==> src/rtl/button_pkg.sv <==
// Shared types and helpers for the push-button front end.
// Holds the repeat FSM state encoding and counter sizing.
package button_pkg;

   typedef enum logic [1:0] {
      IDLE = 2'd0,
      HOLD = 2'd1,
      RPT  = 2'd2
   } rpt_state_t;

   // Bits needed to hold values 0..n
   function automatic int cnt_width(input int n);
      return (n < 1) ? 1 : $clog2(n + 1);
   endfunction

   function automatic int max2(input int a, input int b);
      return (a > b) ? a : b;
   endfunction

endpackage

==> src/rtl/button_channel.sv <==
// One button: synchroniser, debounce, press/release pulses
// and the long-press auto-repeat FSM.
module button_channel
   import button_pkg::*;
#(
   parameter int ACTIVE_LOW   = 1,
   parameter int DEB_CYCLES   = 50000,
   parameter int REPEAT_DELAY = 25000000,
   parameter int REPEAT_RATE  = 5000000,
   parameter bit REPEAT_EN    = 1'b1
) (
   input  logic clk,
   input  logic rst,
   input  logic raw,
   output logic level,
   output logic press_evt,
   output logic release_evt,
   output logic repeat_evt
);

   localparam int DW = cnt_width(DEB_CYCLES);
   localparam int TW = cnt_width(max2(REPEAT_DELAY, REPEAT_RATE));
   localparam logic REL_PIN = (ACTIVE_LOW != 0);
   localparam logic [DW-1:0] DEB_MAX = DW'(DEB_CYCLES - 1);
   localparam logic [TW-1:0] DLY_MAX = TW'(REPEAT_DELAY - 1);
   localparam logic [TW-1:0] RPT_MAX = TW'(REPEAT_RATE - 1);

   logic          s1;
   logic          s2;
   logic          sync_on;
   logic [DW-1:0] cnt;
   logic          mismatch;
   logic          hit;
   logic          rise;
   logic          fall;

   rpt_state_t    state_q;
   rpt_state_t    state_d;
   logic [TW-1:0] timer_q;
   logic [TW-1:0] timer_d;
   logic          pulse_d;

   // Two-flop synchroniser, preset to the released pin level
   always_ff @(posedge clk or posedge rst) begin
      if (rst) begin
         s1 <= REL_PIN;
         s2 <= REL_PIN;
      end else begin
         s1 <= raw;
         s2 <= s1;
      end
   end

   assign sync_on  = s2 ^ REL_PIN;
   assign mismatch = sync_on != level;
   assign hit      = mismatch && (cnt == DEB_MAX);
   assign rise     = hit && !level;
   assign fall     = hit && level;

   // Debounce counter, accepted level and edge pulses
   always_ff @(posedge clk or posedge rst) begin
      if (rst) begin
         cnt         <= '0;
         level       <= 1'b0;
         press_evt   <= 1'b0;
         release_evt <= 1'b0;
      end else begin
         press_evt   <= rise;
         release_evt <= fall;
         if (hit) begin
            level <= ~level;
            cnt   <= '0;
         end else if (mismatch) begin
            cnt <= cnt + DW'(1);
         end else begin
            cnt <= '0;
         end
      end
   end

   // Repeat FSM state, timer and registered repeat pulse
   always_ff @(posedge clk or posedge rst) begin
      if (rst) begin
         state_q    <= IDLE;
         timer_q    <= '0;
         repeat_evt <= 1'b0;
      end else begin
         state_q    <= state_d;
         timer_q    <= timer_d;
         repeat_evt <= pulse_d;
      end
   end

   // Repeat FSM next state; channels without repeat stay in IDLE
   always_comb begin
      state_d = state_q;
      unique case (state_q)
         IDLE: if (rise) state_d = REPEAT_EN ? HOLD : IDLE;
         HOLD: begin
            if (fall) state_d = IDLE;
            else if (timer_q == DLY_MAX) state_d = RPT;
         end
         RPT:  if (fall) state_d = IDLE;
         default: state_d = IDLE;
      endcase
   end

   // Repeat FSM outputs: pulse request and timer update
   always_comb begin
      pulse_d = 1'b0;
      timer_d = timer_q + TW'(1);
      unique case (state_q)
         IDLE: begin
            timer_d = '0;
            pulse_d = rise;
         end
         HOLD: begin
            if (fall) begin
               timer_d = '0;
            end else if (timer_q == DLY_MAX) begin
               timer_d = '0;
               pulse_d = 1'b1;
            end
         end
         RPT: begin
            if (fall) begin
               timer_d = '0;
            end else if (timer_q == RPT_MAX) begin
               timer_d = '0;
               pulse_d = 1'b1;
            end
         end
         default: timer_d = '0;
      endcase
   end

endmodule

==> src/rtl/button_hub.sv <==
// Push-button hub: per-channel conditioning plus a
// wrap-around mode counter driven by one button.
module button_hub
   import button_pkg::*;
#(
   parameter int NUM_BTN      = 3,
   parameter int ACTIVE_LOW   = 1,
   parameter int DEB_CYCLES   = 50000,
   parameter int REPEAT_DELAY = 25000000,
   parameter int REPEAT_RATE  = 5000000,
   parameter int NUM_MODES    = 5,
   parameter int MODE_BTN     = 2
) (
   input  logic                         CLK,
   input  logic                         RST,
   input  logic [NUM_BTN-1:0]           BTN_RAW,
   output logic [NUM_BTN-1:0]           BTN_LEVEL,
   output logic [NUM_BTN-1:0]           BTN_PRESS,
   output logic [NUM_BTN-1:0]           BTN_RELEASE,
   output logic [NUM_BTN-1:0]           BTN_REPEAT,
   output logic [$clog2(NUM_MODES)-1:0] MODE,
   output logic                         MODE_CHANGE
);

   localparam int MW = $clog2(NUM_MODES);
   localparam logic [MW-1:0] MODE_LAST = MW'(NUM_MODES - 1);

   if (NUM_BTN < 1) begin : g_bad_nbtn
      $fatal(1, "button_hub: NUM_BTN must be >= 1");
   end
   if (DEB_CYCLES < 1) begin : g_bad_deb
      $fatal(1, "button_hub: DEB_CYCLES must be >= 1");
   end
   if (REPEAT_DELAY < 1) begin : g_bad_dly
      $fatal(1, "button_hub: REPEAT_DELAY must be >= 1");
   end
   if (REPEAT_RATE < 1) begin : g_bad_rate
      $fatal(1, "button_hub: REPEAT_RATE must be >= 1");
   end
   if (NUM_MODES < 2) begin : g_bad_modes
      $fatal(1, "button_hub: NUM_MODES must be >= 2");
   end
   if (MODE_BTN < 0 || MODE_BTN >= NUM_BTN) begin : g_bad_mbtn
      $fatal(1, "button_hub: MODE_BTN out of range");
   end

   for (genvar i = 0; i < NUM_BTN; i++) begin : g_ch
      button_channel #(
         .ACTIVE_LOW   (ACTIVE_LOW),
         .DEB_CYCLES   (DEB_CYCLES),
         .REPEAT_DELAY (REPEAT_DELAY),
         .REPEAT_RATE  (REPEAT_RATE),
         .REPEAT_EN    (i != MODE_BTN)
      ) u_ch (
         .clk         (CLK),
         .rst         (RST),
         .raw         (BTN_RAW[i]),
         .level       (BTN_LEVEL[i]),
         .press_evt   (BTN_PRESS[i]),
         .release_evt (BTN_RELEASE[i]),
         .repeat_evt  (BTN_REPEAT[i])
      );
   end

   // Mode counter: advance and wrap on each press of the mode button
   always_ff @(posedge CLK or posedge RST) begin
      if (RST) begin
         MODE        <= '0;
         MODE_CHANGE <= 1'b0;
      end else begin
         MODE_CHANGE <= BTN_PRESS[MODE_BTN];
         if (BTN_PRESS[MODE_BTN]) begin
            MODE <= (MODE == MODE_LAST) ? '0 : MODE + MW'(1);
         end
      end
   end

endmodule
==> config.mk <==
export PLATFORM = sky130hd
export DESIGN_NAME = button_hub
export DESIGN_NICKNAME = d
export VERILOG_FILES = /design/src/rtl/button_pkg.sv /design/src/rtl/button_channel.sv /design/src/rtl/button_hub.sv
export SDC_FILE = /design/constraint.sdc
export NUM_CORES = 1
export LEC_CHECK = 0
export ABC_AREA = 1
export CAP_MARGIN = 30
export CORE_MARGIN = 1.5
export CORE_UTILIZATION = 40
export DETAILED_ROUTE_END_ITERATION = 8
export HOLD_SLACK_MARGIN = 0.02
export PLACE_DENSITY = 0.62
export SETUP_SLACK_MARGIN = 0.5
export SLEW_MARGIN = 20
export SYNTH_ARGS = -nofsm -noshare
export SYNTH_HDL_FRONTEND = slang
export SYNTH_HIERARCHICAL = 1
export SYNTH_SLANG_ARGS = --single-unit
==> constraint.sdc <==
create_clock -name CLK -period 1.6 [get_ports CLK]
set_input_delay 0.32 -clock CLK [delete_from_list [all_inputs] [get_ports CLK]]
set_output_delay 0.32 -clock CLK [all_outputs]
set_load 0.02 [all_outputs]
Word level (Yosys, flattened, before mapping):

Cells that the tools add are included.

* add/subtract/negate cells: 7
* equal/unequal tests: 28
* muxes and demuxes: 52
* bitwise gates (word level): 6
* reduce and logical (&&, ||, !) cells: 18

Operator list (number)
* 2-to-1 mux 25 bit: 12
* case mux 25 bit (2 select lines): 3
* 2-to-1 mux 16 bit: 6
* adder 25 x 1 -> 25 bit (second input constant): 3
* equality test 25 x 23 -> 1 bit (second input constant): 3
* equality test 25 bit (second input constant): 3
* adder 16 x 1 -> 16 bit (second input constant): 3
* equality test 16 bit (second input constant): 3
* 2-to-1 mux 2 bit: 12
* case mux 2 bit (3 select lines): 3
* 2-to-1 mux 1 bit: 12
* inequality test 2 x 1 -> 1 bit (second input constant): 6
* logical AND 1 bit: 9
* inequality test 3 x 1 -> 1 bit (second input constant): 3
* case mux 1 bit (3 select lines): 3
* AND reduction 3 bit: 3
* equality test 2 x 1 -> 1 bit (second input constant): 3
* equality test 2 bit (second input constant): 3
* logical NOT 2 bit: 3
* NOT 1 bit: 6
* adder 3 x 1 -> 3 bit (second input constant): 1
* equality test 3 bit (second input constant): 1
* logical NOT 1 bit: 3
* 2-to-1 mux 3 bit: 1
* inequality test 1 bit: 3

* register bits after elaboration: 151
* input bits: 5
* output and inout port bits: 16
* logic and storage cells: 140

Logic depth before layout (Yosys ltp):

Gate-level depths: netlist of run 1.

* depth in word-level cells: 6
* depth in mapped cells: 12
* depth with buffers taken out: 12

Hierarchy:

The synthesis of run 1 kept the hierarchy.

Modules (own cells, without submodules)
* button_channel at g_ch[0].u_ch ...: times used 2, cells an instance 338, area an instance 2676.3 um2, seq. area each 1228.7 um2
* button_channel at g_ch[2].u_ch: times used 1, cells an instance 137, area an instance 1136.1 um2, seq. area each 528.0 um2
* button_hub: times used 1, cells an instance 22, area an instance 188.9 um2, seq. area each 100.1 um2

Worst setup path after synthesis of run 1:

OpenSTA, ideal clock, no wires.

* path type: register to register
* start point: register g_ch[0].u_ch.level
* end point: register g_ch[0].u_ch.timer_q[11]
* library setup time: 120 ps
* arrival: 1428 ps
* data required time: 1480 ps
* setup slack: 52 ps
* cell stages (with the launch flop): 11
* buffers on the path: 1
* period minus slack after synthesis: 1548 ps
* cells stage by stage: dfrtp_1 -> inv_1 -> nand2_1 -> nand2_2 -> nor2_2 -> nand4_2 -> nand3_1 -> nand2_2 -> nand2_4 -> buf_6 -> nor2_1

* longest elaborated chain between the ends: 5
* elaborated cells between the ends (all ways): 6
* classes of those cells: eq/ne: 1; mux: 3; reduce/logical: 2

RTL lines
* start: declaration: RTL line button_channel.sv:15 `output logic level,`
* start signal: assignment: RTL line button_channel.sv:71 `level <= ~level;`
* inequality test 1 bit: RTL line button_channel.sv:55 `assign mismatch = sync_on != level;`
* logical AND 1 bit: RTL line button_channel.sv:56 `assign hit = mismatch && (cnt == DEB_MAX);`
* logical AND 1 bit (*): RTL line button_channel.sv:58 `assign fall = hit && level;`
* 2-to-1 mux 25 bit, on equally long branches: RTL line button_channel.sv:126, button_channel.sv:118
* case mux 25 bit (2 select lines) (*): RTL line button_channel.sv:112 `unique case (state_q)`
* named net g_ch[0].u_ch.timer_d[11]: RTL line button_channel.sv:40 `logic [TW-1:0] timer_d;`
* end signal: assignment: RTL line button_channel.sv:89 `timer_q <= timer_d;`
* end: declaration: RTL line button_channel.sv:39 `logic [TW-1:0] timer_q;`

The timed path passes the listed nets; every way through them passes the cells marked *.
A chain may end at the register's enable or synchronous reset.

Worst setup path after layout of run 1:

* start point: register g_ch[0].u_ch.timer_q[1]
* end point: register g_ch[0].u_ch.timer_q[13]

* longest elaborated chain between the ends: 4
* elaborated cells between the ends (all ways): 8
* classes of those cells: add/sub: 1; eq/ne: 2; mux: 5

RTL lines
* adder 25 x 1 -> 25 bit (tied with other cells): RTL line button_channel.sv:111 `timer_d = timer_q + TW'(1);`
* 2-to-1 mux 25 bit, on equally long branches: RTL line button_channel.sv:128, button_channel.sv:120
* 2-to-1 mux 25 bit, on equally long branches: RTL line button_channel.sv:126, button_channel.sv:118
* case mux 25 bit (2 select lines) (*): RTL line button_channel.sv:112
* named net g_ch[0].u_ch.timer_d[13]: RTL line button_channel.sv:40

Marks and branches as above.

==> results.toml, run 1 <==
[finish]
fin_nets = 1012
diodes = 0
drive_above_1_share_pct = 42.8
area_growth_pct = 48.2
fin_util_pct = 60.1
num-fill-cells = 1380

[clock_network]
clockRootBuffer = "clkbuf_16"
cts.sinks = 123
cts_tree = "yes"
clock_path_buffers = 2
htree_levels = 4
cts_buffers = 17
clk-insertion-delay-late_ns = 0.42
clkTransAtPathRegs_ns = 0.05
cts_hold_buf = 0

[yosys]
synth_top_flop_cell = "dfrtp_1"
yosys-mux-area-fraction_pct = 0
synth_compound_area_share_pct = 3.49
syn-num-nets = 855
syn_inst = 835
ys_types = 33
synth_xor_area_share_pct = 7.08
yosys.area_share.adder_pct = 2.81
synth_area_leaders = "dfrtp_1, nand2_1, nor2_1, inv_1, nand3_1"
yosys.area.top_type = "dfrtp_1"
synth_area_per_cell_um2 = 8.00
yosys-top-cells-count = "nand2_1, nor2_1, dfrtp_1, inv_1, nand3_1"
yosysMostFrequentCell = "nand2_1"
synth_top_family_by_area = "simple AND/OR/NAND/NOR gates"
netlist_area_mm2 = 0.00668
ys_warn_count = 6
ys_seq_area_share_pct = 46.2
synth_simple_gate_area_share_pct = 33.0
async_reset_ff_share_pct = 100
ys_seq_elements = 123
synth-edff-count = 0
synth_top_area_share_pct = 43.8

[critical_path]
worstSetupPathType = "flop to flop"
cp_data_required_time_ns = 1.90
cp-end-kind = "flop"
critPathMaxFanout = 6
rrSetupSlack_ns = -0.009
cp-start-kind = "flop"
reg2reg_from = "g_ch[0].u_ch/timer_q[1]$_DFF_PP0_"
critPathArrivalTime_ns = 1.91
rr_worst_depth = 10
worstReg2RegEnd = "g_ch[0].u_ch/timer_q[13]$_DFF_PP0_"

[routing]
postRouteAntennaNets = 0
drtIter0Drc = 206
viasPerCell = 4.80
drt-total-wl_um = 15400
drt_pass1_iterations = 4
avgRoutedWirePerCell_um = 12.6
vias = 5877
drc = 0

[placed_design]
dp_hpwl_um = 9920
gp_congestion = 0.798
io_buffers = 20

[floorplanning]
die-area_mm2 = 0.0175
num_rows = 47
die_h_um = 132
core_area_mm2 = 0.0165
start_util_pct = 40.6
die_w_um = 132
num_io_pins = 21

[timing]
maxSlewViolCount = 0
tns_ns = -0.0543
max_freq_mhz = 621
fin_ws_ns = -0.00912
worst_pin_slew_ns = 0.357
finalClockSkew_ns = 0.0132
hold_viol = 0
grt_setup_unrepaired = "true"
relSlewSlack_pct = 76.1
finalCritPeriodShare_pct = 101
period_needed_ns = 1.61
setup_violations = 10

[grt]
antenna_found_initial = 0
grt_max_degree = 23
grt_pass1_wl_um = 25300
grt_pass1_vias = 5720
overflow = 0
grtUsageTotal_pct = 17.6

[min_path]
min_path_cells = 1
hold_end = "g_ch[2].u_ch/s1$_DFF_PP1_"
min_from = "BTN_RAW[2]"
hold_class = "primary input to flop"

[outcome]
violations = "setup timing"
outcome = "finished with violations"

[pwr]
power.density_mw_per_mm2 = 709
cellLeakagePower_nw = 4.36
max-vdd-ir-drop_mv = 0.808

[job]
drv_cap = 0
## kinds of logic after synthesis
family	Yosys count
simple gates	480
flops	123
buf+inv	121
xor+xnor	54
compound gates	42
fa+ha+maj	15
## power breakdown
group          internal [mW]  leakage (nW)  total, mW  switching, mW
Clock                   2.17         0.264       3.46           1.29
Combinational          0.176          2.42      0.376          0.201
Sequential              3.15          1.67       3.18         0.0282
Total                   5.49          4.36       7.01           1.52
## layout make-up
type	instances	area, um2	area share [%]
clock buffer	28	517	5.22
timing repair buffer	147	1450	14.7
clock inverter	3	15.0	0.152
multi-input combinational	591	4090	41.3
tap	220	275	2.78
inverter	112	448	4.53
sequential	123	3100	31.3
## through the flow
| step | power [mW] | hold slack [ns] | worst slack [ns] | area (um2) | instances |
|---|---|---|---|---|---|
| after CTS | 7.03 | 0.293 | 0.0438 | 9110 | 1197 |
| after detailed placement | 3.46 | 0.347 | -0.0630 | 7860 | 1134 |
| final | 7.01 | 0.311 | -0.00912 | 9890 | 1224 |
| after floorplan | 3.35 | 0.0861 | 0.132 | 6840 | 835 |
| after global routing | 7.29 | 0.296 | -0.0816 | 9890 | 1224 |
| after global placement | 3.45 | 0.346 | -0.0318 | 7860 | 1134 |
## layout by cell type (no fill, tap or decap), drive strengths merged
cell,n
nor2,182
nand2,175
buf,141
dfrtp,117
inv,110
nand3,64
xnor2,32
clkbuf,30
nand4,25
nor3,23
xor2,22
a21oi,18
o21ai,16
ha,15
or2,7
dfstp,6
a31oi,4
clkdlybuf4s50,4
clkinv,3
nand3b,2
o211ai,2
nor3b,2
clkinvlp,2
o21bai,2
## registers in the layout, summed over array words and instances, names as in the netlist
register	cells
g_ch.u_ch/timer_q	50
MODE	3
g_ch.u_ch/level	3
MODE_CHANGE	1
g_ch.u_ch/cnt	48
g_ch.u_ch/s1	3
g_ch.u_ch/s2	3
g_ch.u_ch/state_q	4
g_ch.u_ch/release_evt	3
g_ch.u_ch/press_evt	2
g_ch.u_ch/repeat_evt	3
## critical path: stages (launching register included)
cell and delay, ns:
dfrtp_2 0.39, ha_4 0.17, buf_6 0.10, nand3_4 0.10, nor2_4 0.10, nand4_1 0.11
nand3_2 0.10, nand2_2 0.06, nand2_4 0.14, clkbuf_16 0.18, nor2_2 0.03
## worst max path at each step
stage                                            from                            endpoint  slack [ns]  depth (start not counted)
floorplan               g_ch[1].u_ch/cnt[0]$_DFF_PP0_  g_ch[1].u_ch/timer_q[11]$_DFF_PP0_        0.13                          9
global placement        g_ch[1].u_ch/cnt[1]$_DFF_PP0_       g_ch[1].u_ch/cnt[0]$_DFF_PP0_       -0.03                          9
detailed placement      g_ch[1].u_ch/cnt[1]$_DFF_PP0_       g_ch[1].u_ch/cnt[0]$_DFF_PP0_       -0.06                          9
CTS                 g_ch[1].u_ch/timer_q[0]$_DFF_PP0_  g_ch[1].u_ch/timer_q[20]$_DFF_PP0_        0.04                          9
global route                g_ch[0].u_ch/s2$_DFF_PP1_  g_ch[0].u_ch/timer_q[13]$_DFF_PP0_       -0.08                         10
finish              g_ch[0].u_ch/timer_q[1]$_DFF_PP0_  g_ch[0].u_ch/timer_q[13]$_DFF_PP0_      -0.009                         10
## what timing repair did
action | 4_1_cts | 5_1_grt
setup endpoints to repair | 127 | 132
gates resized for setup | 210 | 154
pin swaps | 38 | 67
gates cloned | 0 | 2
buffers inserted | 32 | 25
## per-layer routing
| metal | wire length (um) | global-route usage (%) | vias up |
|---|---|---|---|
| met2 | 7970 | 30.1 | 50 |
| met4 | 150 | 5.49 | 0 |
| li1 | - | - | 2945 |
| met3 | 358 | 4.23 | 15 |
| met1 | 6950 | 22.0 | 2867 |
| met5 | 0 | 0 | - |
Note: power is estimated with default switching activity, not from simulation.
==> inputs of run 2 (changes only) <==
==> constraint.sdc (replaced) <==
create_clock -name CLK -period 2.1 [get_ports CLK]
set_input_delay 0.42 -clock CLK [delete_from_list [all_inputs] [get_ports CLK]]
set_output_delay 0.42 -clock CLK [all_outputs]
set_load 0.02 [all_outputs]
==> results.toml, run 2 (synthesized netlist as in run 1, its figures left out) <==
[outcome]
outcome = "complete, no violations"

[finish]
regMostFlops = "g_ch.u_ch/timer_q"
final_cells = 1144
layout_common_cells = "nand2_1, nor2_1, dfrtp_1"
drive_above_1_share_pct = 25.9
diodes = 0
fin_nets = 934
area_growth_pct = 30.1
top_regs = "g_ch.u_ch/timer_q: 50 flops, g_ch.u_ch/cnt: 48 flops, g_ch.u_ch/state_q: 4 flops"
largest_register_ffs = 50
layout_commonest_cell = "nand2_1"

[pwr]
seqPwrFrac_pct = 43.5
power_switching_mw = 1.13
cellLeakagePower_nw = 3.75
comb_power_share_pct = 2.8
power.density_mw_per_mm2 = 640
max-vdd-ir-drop_mv = 0.538
swShare_pct = 20.4
intPower_mw = 4.42
clock_power_share_pct = 53.7

[clock_network]
clock_path_buffers = 2
cts.sinks = 123
clockRootBuffer = "clkbuf_16"
htree_levels = 4
cts_buffers = 17
cts_tree = "yes"
clk-insertion-delay-late_ns = 0.41
clkTransAtPathRegs_ns = 0.05

[timing]
maxSlewViolCount = 0
fin_ws_ns = 0.507
grt_setup_unrepaired = "true"
setup_violations = 0
relSlewSlack_pct = 56.2
hold_viol = 0
worst_pin_slew_ns = 0.657
tns_ns = 0
period_needed_ns = 1.59
finalClockSkew_ns = 0.00770
finalCritPeriodShare_pct = 75.9
max_freq_mhz = 628

[critical_path]
worstSetupPathType = "flop to flop"
rrSetupSlack_ns = 0.51
cp_data_required_time_ns = 2.40
path_common_cell = "nor2_4"
critPathArrivalTime_ns = 1.89
cpMaxStageDelayCell = "dfrtp_1"
critPathTopFamily = "simple AND/OR/NAND/NOR gates"
critPathMaxFanout = 4
crit_buf_inv = 0
cp-end-kind = "flop"
cpPeakStageDelay_ns = 0.40
cp-start-kind = "flop"
crit_chain = "ha_4 -> nand2_4 -> nor2_4 -> nand2_4 -> nor2_4 -> nand4_1 -> xor2_2 -> nor2_4"

[job]
drv_cap = 0

[floorplanning]
die_w_um = 132
die-area_mm2 = 0.0175
num_io_pins = 21
start_util_pct = 40.6
num_rows = 47
die_h_um = 132
core_area_mm2 = 0.0165

[placed_design]
io_buffers = 20
dp.cells = 1073
gp_congestion = 0.789
pre_cts_slack_ns = 0.368
dp_hpwl_um = 8740

[grt]
antenna_found_initial = 0
grt_pass1_vias = 5303
grt_max_degree = 50
grtUsageTotal_pct = 17.0
grt_pass1_wl_um = 24300
overflow = 0

[routing]
drt_pass1_iterations = 7
viasPerCell = 4.85
drt-total-wl_um = 14700
drc = 0
avgRoutedWirePerCell_um = 12.8
vias = 5549
postRouteAntennaNets = 0
drtIter0Drc = 368

[min_path]
hold_class = "primary input to async pin"
run 2: cell type report:
cell class              instances  area (um2)
fillers                      1488        7780
multi-input cells             597        3760
flip-flops and latches        123        3100
repair buffers                 63         534
clock buffers                  22         484
inverters                     112         423
well taps                     220         275
clock inverters                 7         115
run 2: metrics by stage:
step / util [%] / instance area [um2] / power [mW] / hold slack, ns
2_1_floorplan: - / 6680 / 2.54 / 0.186
3_3_place_gp: 43.5 / 7160 / 2.59 / 0.346
3_5_place_dp: 43.5 / 7160 / 2.59 / 0.347
4_1_cts: 49.0 / 8070 / 5.62 / 0.333
5_1_grt: 52.8 / 8690 / 5.77 / 0.358
6_report: 52.8 / 8690 / 5.56 / 0.351
run 2: final timing paths:
kind                                                         from                                 end  depth (start not counted)
worst max-delay path            g_ch[1].u_ch/timer_q[1]$_DFF_PP0_  g_ch[1].u_ch/timer_q[22]$_DFF_PP0_                          8
worst min-delay path                                          RST                 MODE[0]$_DFFE_PP0P_                          2
worst max register to register  g_ch[1].u_ch/timer_q[1]$_DFF_PP0_  g_ch[1].u_ch/timer_q[22]$_DFF_PP0_                          8
worst min register to register          g_ch[1].u_ch/s1$_DFF_PP1_           g_ch[1].u_ch/s2$_DFF_PP1_                          0
max in group asynchronous                                     RST           g_ch[0].u_ch/s1$_DFF_PP1_                          3
min in group CLK                        g_ch[1].u_ch/s1$_DFF_PP1_           g_ch[1].u_ch/s2$_DFF_PP1_                          0
run 2: worst reg2reg max path: cells and delay by family, from the launching register on:
family / cells / cell delay, ns
flip-flops: 1 / 0.40
AND/OR/NAND/NOR: 6 / 0.64
XOR/XNOR: 1 / 0.25
adder cells (fa/ha/maj): 1 / 0.18
run 2: per-layer routing:
| layer | track usage, % | part of all wire, % | wire length (um) |
|---|---|---|---|
| met5 | 0 | 0 | 0 |
| met4 | 5.80 | 1.8 | 264 |
| met3 | 3.96 | 3.4 | 507 |
| met2 | 28.2 | 49 | 7270 |
| met1 | 21.9 | 45 | 6650 |
run 2: power by group through the flow:
stage | clock (mW) | combinational [mW] | sequential, mW
2_1_floorplan | 0 | 0.0852 | 2.45
3_3_place_gp | 0 | 0.136 | 2.45
3_5_place_dp | 0 | 0.136 | 2.45
4_1_cts | 3.06 | 0.147 | 2.41
5_1_grt | 3.17 | 0.181 | 2.42
6_report | 2.98 | 0.156 | 2.42
run 2: timing repair:
| action | in CTS | in global routing |
|---|---|---|
| hold buffers | 0 | 0 |
| setup endpoints to repair | 86 | 87 |
| pin swaps | 16 | 35 |
| gates cloned | 5 | 2 |
| resized for setup | 66 | 108 |
| setup buffers | 10 | 25 |
==> inputs of run 3 (changes only) <==
--- a/config.mk
+++ b/config.mk
@@ -11,7 +11,7 @@
 export CORE_UTILIZATION = 40
 export DETAILED_ROUTE_END_ITERATION = 8
 export HOLD_SLACK_MARGIN = 0.02
-export PLACE_DENSITY = 0.62
+export PLACE_DENSITY = 0.64
 export SETUP_SLACK_MARGIN = 0.5
 export SLEW_MARGIN = 20
 export SYNTH_ARGS = -nofsm -noshare
==> constraint.sdc (replaced) <==
create_clock -name CLK -period 1.29 [get_ports CLK]
set_input_delay 0.258 -clock CLK [delete_from_list [all_inputs] [get_ports CLK]]
set_output_delay 0.258 -clock CLK [all_outputs]
set_load 0.02 [all_outputs]
==> results.toml, run 3 (synthesized netlist as in run 1, its figures left out) <==
[critical_path]
crit_chain = "ha_2 -> nand3_4 -> inv_4 -> nand3_4 -> nor3_4 -> nand2_2 -> o21ai_2 -> a21oi_1"
cp-start-kind = "flop"
crit_buf_inv = 1
cp-end-kind = "flop"
rr_worst_depth = 8
critPathMaxFanout = 4
cpMaxStageDelayCell = "dfrtp_1"
cp_data_required_time_ns = 1.59
worstReg2RegEnd = "g_ch[0].u_ch/cnt[12]$_DFF_PP0_"
cpPeakStageDelay_ns = 0.37
worstSetupPathType = "flop to flop"
critPathArrivalTime_ns = 1.90
reg2reg_from = "g_ch[0].u_ch/cnt[0]$_DFF_PP0_"
path_common_cell = "nand3_4"
rrSetupSlack_ns = -0.31
critPathTopFamily = "simple AND/OR/NAND/NOR gates"

[floorplanning]
start_util_pct = 40.6
die-area_mm2 = 0.0175
num_rows = 47
die_h_um = 132
core_area_mm2 = 0.0165
die_w_um = 132
num_io_pins = 21

[placed_design]
io_buffers = 20
dp_hpwl_um = 11100
dp.cells = 1246
gp_congestion = 0.795
pre_cts_slack_ns = -0.295

[routing]
drt_pass1_iterations = 4
wl_met3_um = 367
vias = 6141
wl_met2_um = 8570
viasPerCell = 4.68
drtIter0Drc = 345
wl_met1_um = 7380
drc = 0
drt-total-wl_um = 16600
postRouteAntennaNets = 0
avgRoutedWirePerCell_um = 12.6
top_layer_used = "met4"

[grt]
antenna_found_initial = 0
grt_pass1_wl_um = 27400
grt_pass1_vias = 6206
overflow = 0
grt_max_degree = 22
grtUsageTotal_pct = 19.3

[finish]
layout_commonest_cell = "buf_4"
regMostFlops = "g_ch.u_ch/timer_q"
diodes = 0
fin_util_pct = 63.3
fin_nets = 1099
area_growth_pct = 56.0
final_cells = 1312
num-fill-cells = 1328
top_regs = "g_ch.u_ch/timer_q: 50 flops, g_ch.u_ch/cnt: 48 flops, g_ch.u_ch/state_q: 4 flops"
largest_register_ffs = 50
drive_above_1_share_pct = 44.8
layout_common_cells = "buf_4, nand2_1, nor2_1"

[min_path]
hold_class = "primary input to async pin"

[timing]
max_freq_mhz = 624
maxSlewViolCount = 0
hold_viol = 0
worst_pin_slew_ns = 0.346
finalClockSkew_ns = 0.00778
finalCritPeriodShare_pct = 124
grt_setup_unrepaired = "true"
setup_violations = 94
fin_ws_ns = -0.312
period_needed_ns = 1.60
relSlewSlack_pct = 76.8

[pwr]
cellLeakagePower_nw = 4.77
seqPwrFrac_pct = 41.8
intPower_mw = 7.47
swShare_pct = 20.6
max-vdd-ir-drop_mv = 1.05
comb_power_share_pct = 4.7
power_switching_mw = 1.94
power.density_mw_per_mm2 = 904
clock_power_share_pct = 53.5

[clock_network]
clock_path_buffers = 2
cts_hold_buf = 0
cts_buffers = 17
clockRootBuffer = "clkbuf_16"
cts.sinks = 123
cts_tree = "yes"
clkTransAtPathRegs_ns = 0.06
htree_levels = 4
clk-insertion-delay-late_ns = 0.42

[job]
drv_cap = 0

[outcome]
violations = "setup timing"
outcome = "finished with violations"
-- run 3: how the worst max path moves through the flow --
stage	endpoint	cells after the start	slack, ns	from
after global routing	g_ch[0].u_ch/timer_q[2]$_DFF_PP0_	10	-0.39	g_ch[0].u_ch/timer_q[21]$_DFF_PP0_
after floorplan	g_ch[0].u_ch/timer_q[11]$_DFF_PP0_	9	-0.17	g_ch[0].u_ch/cnt[0]$_DFF_PP0_
final	g_ch[0].u_ch/cnt[12]$_DFF_PP0_	8	-0.31	g_ch[0].u_ch/cnt[0]$_DFF_PP0_
after detailed placement	g_ch[0].u_ch/timer_q[4]$_DFF_PP0_	9	-0.29	g_ch[0].u_ch/cnt[4]$_DFF_PP0_
after global placement	g_ch[1].u_ch/timer_q[11]$_DFF_PP0_	10	-0.28	g_ch[1].u_ch/cnt[12]$_DFF_PP0_
after CTS	g_ch[1].u_ch/state_q[1]$_DFFE_PP0P_	10	-0.25	g_ch[1].u_ch/cnt[0]$_DFF_PP0_
-- run 3: cell type report --
type	instances	area (um2)	area share (%)
timing repair buffer	234	2080	19.9
clock inverter	8	140	1.34
tap	220	275	2.64
sequential	123	3100	29.7
clock buffer	24	482	4.62
inverter	112	448	4.30
multi-input combinational	591	3900	37.5
-- run 3: layer usage --
metal	up-vias	global-route usage [%]
met5	-	0
met4	0	7.81
met3	20	3.50
met2	77	33.4
met1	2929	23.8
li1	3115	-
-- run 3: timing repair --
| item | 4_1_cts | 5_1_grt |
|---|---|---|
| gates cloned | 0 | 1 |
| pin swaps | 39 | 43 |
| resized for setup | 182 | 116 |
| buffers inserted | 17 | 16 |
| hold endpoints to repair | 0 | 0 |
| endpoints found under the setup margin | 132 | 132 |
-- run 3: power groups by stage --
stage / registers (mW) / logic [mW] / clock network (mW)
final: 3.94 / 0.441 / 5.04
after detailed placement: 3.99 / 0.311 / 0
after global routing: 3.94 / 0.479 / 5.30
after floorplan: 3.99 / 0.159 / 0
after global placement: 3.99 / 0.305 / 0
after CTS: 3.93 / 0.373 / 5.14
-- run 3: through the flow --
| step | hold WS (ns) | setup TNS (ns) | total power [mW] | area, um2 |
|---|---|---|---|---|
| after floorplan | 0.0239 | -10.47 | 4.15 | 6910 |
| after global placement | 0.346 | -19.56 | 4.30 | 8750 |
| after detailed placement | 0.355 | -21.17 | 4.31 | 8750 |
| after CTS | 0.197 | -17.77 | 9.45 | 9880 |
| after global routing | 0.218 | -29.74 | 9.72 | 10400 |
| final | 0.202 | -21.99 | 9.42 | 10400 |
-- run 3: worst reg2reg max path: stages (launching register included) --
cell and delay [ns]:
dfrtp_1 0.37, ha_2 0.21, nand3_4 0.11, inv_4 0.10, nand3_4 0.09, nor3_4 0.26
nand2_2 0.14, o21ai_2 0.14, a21oi_1 0.06
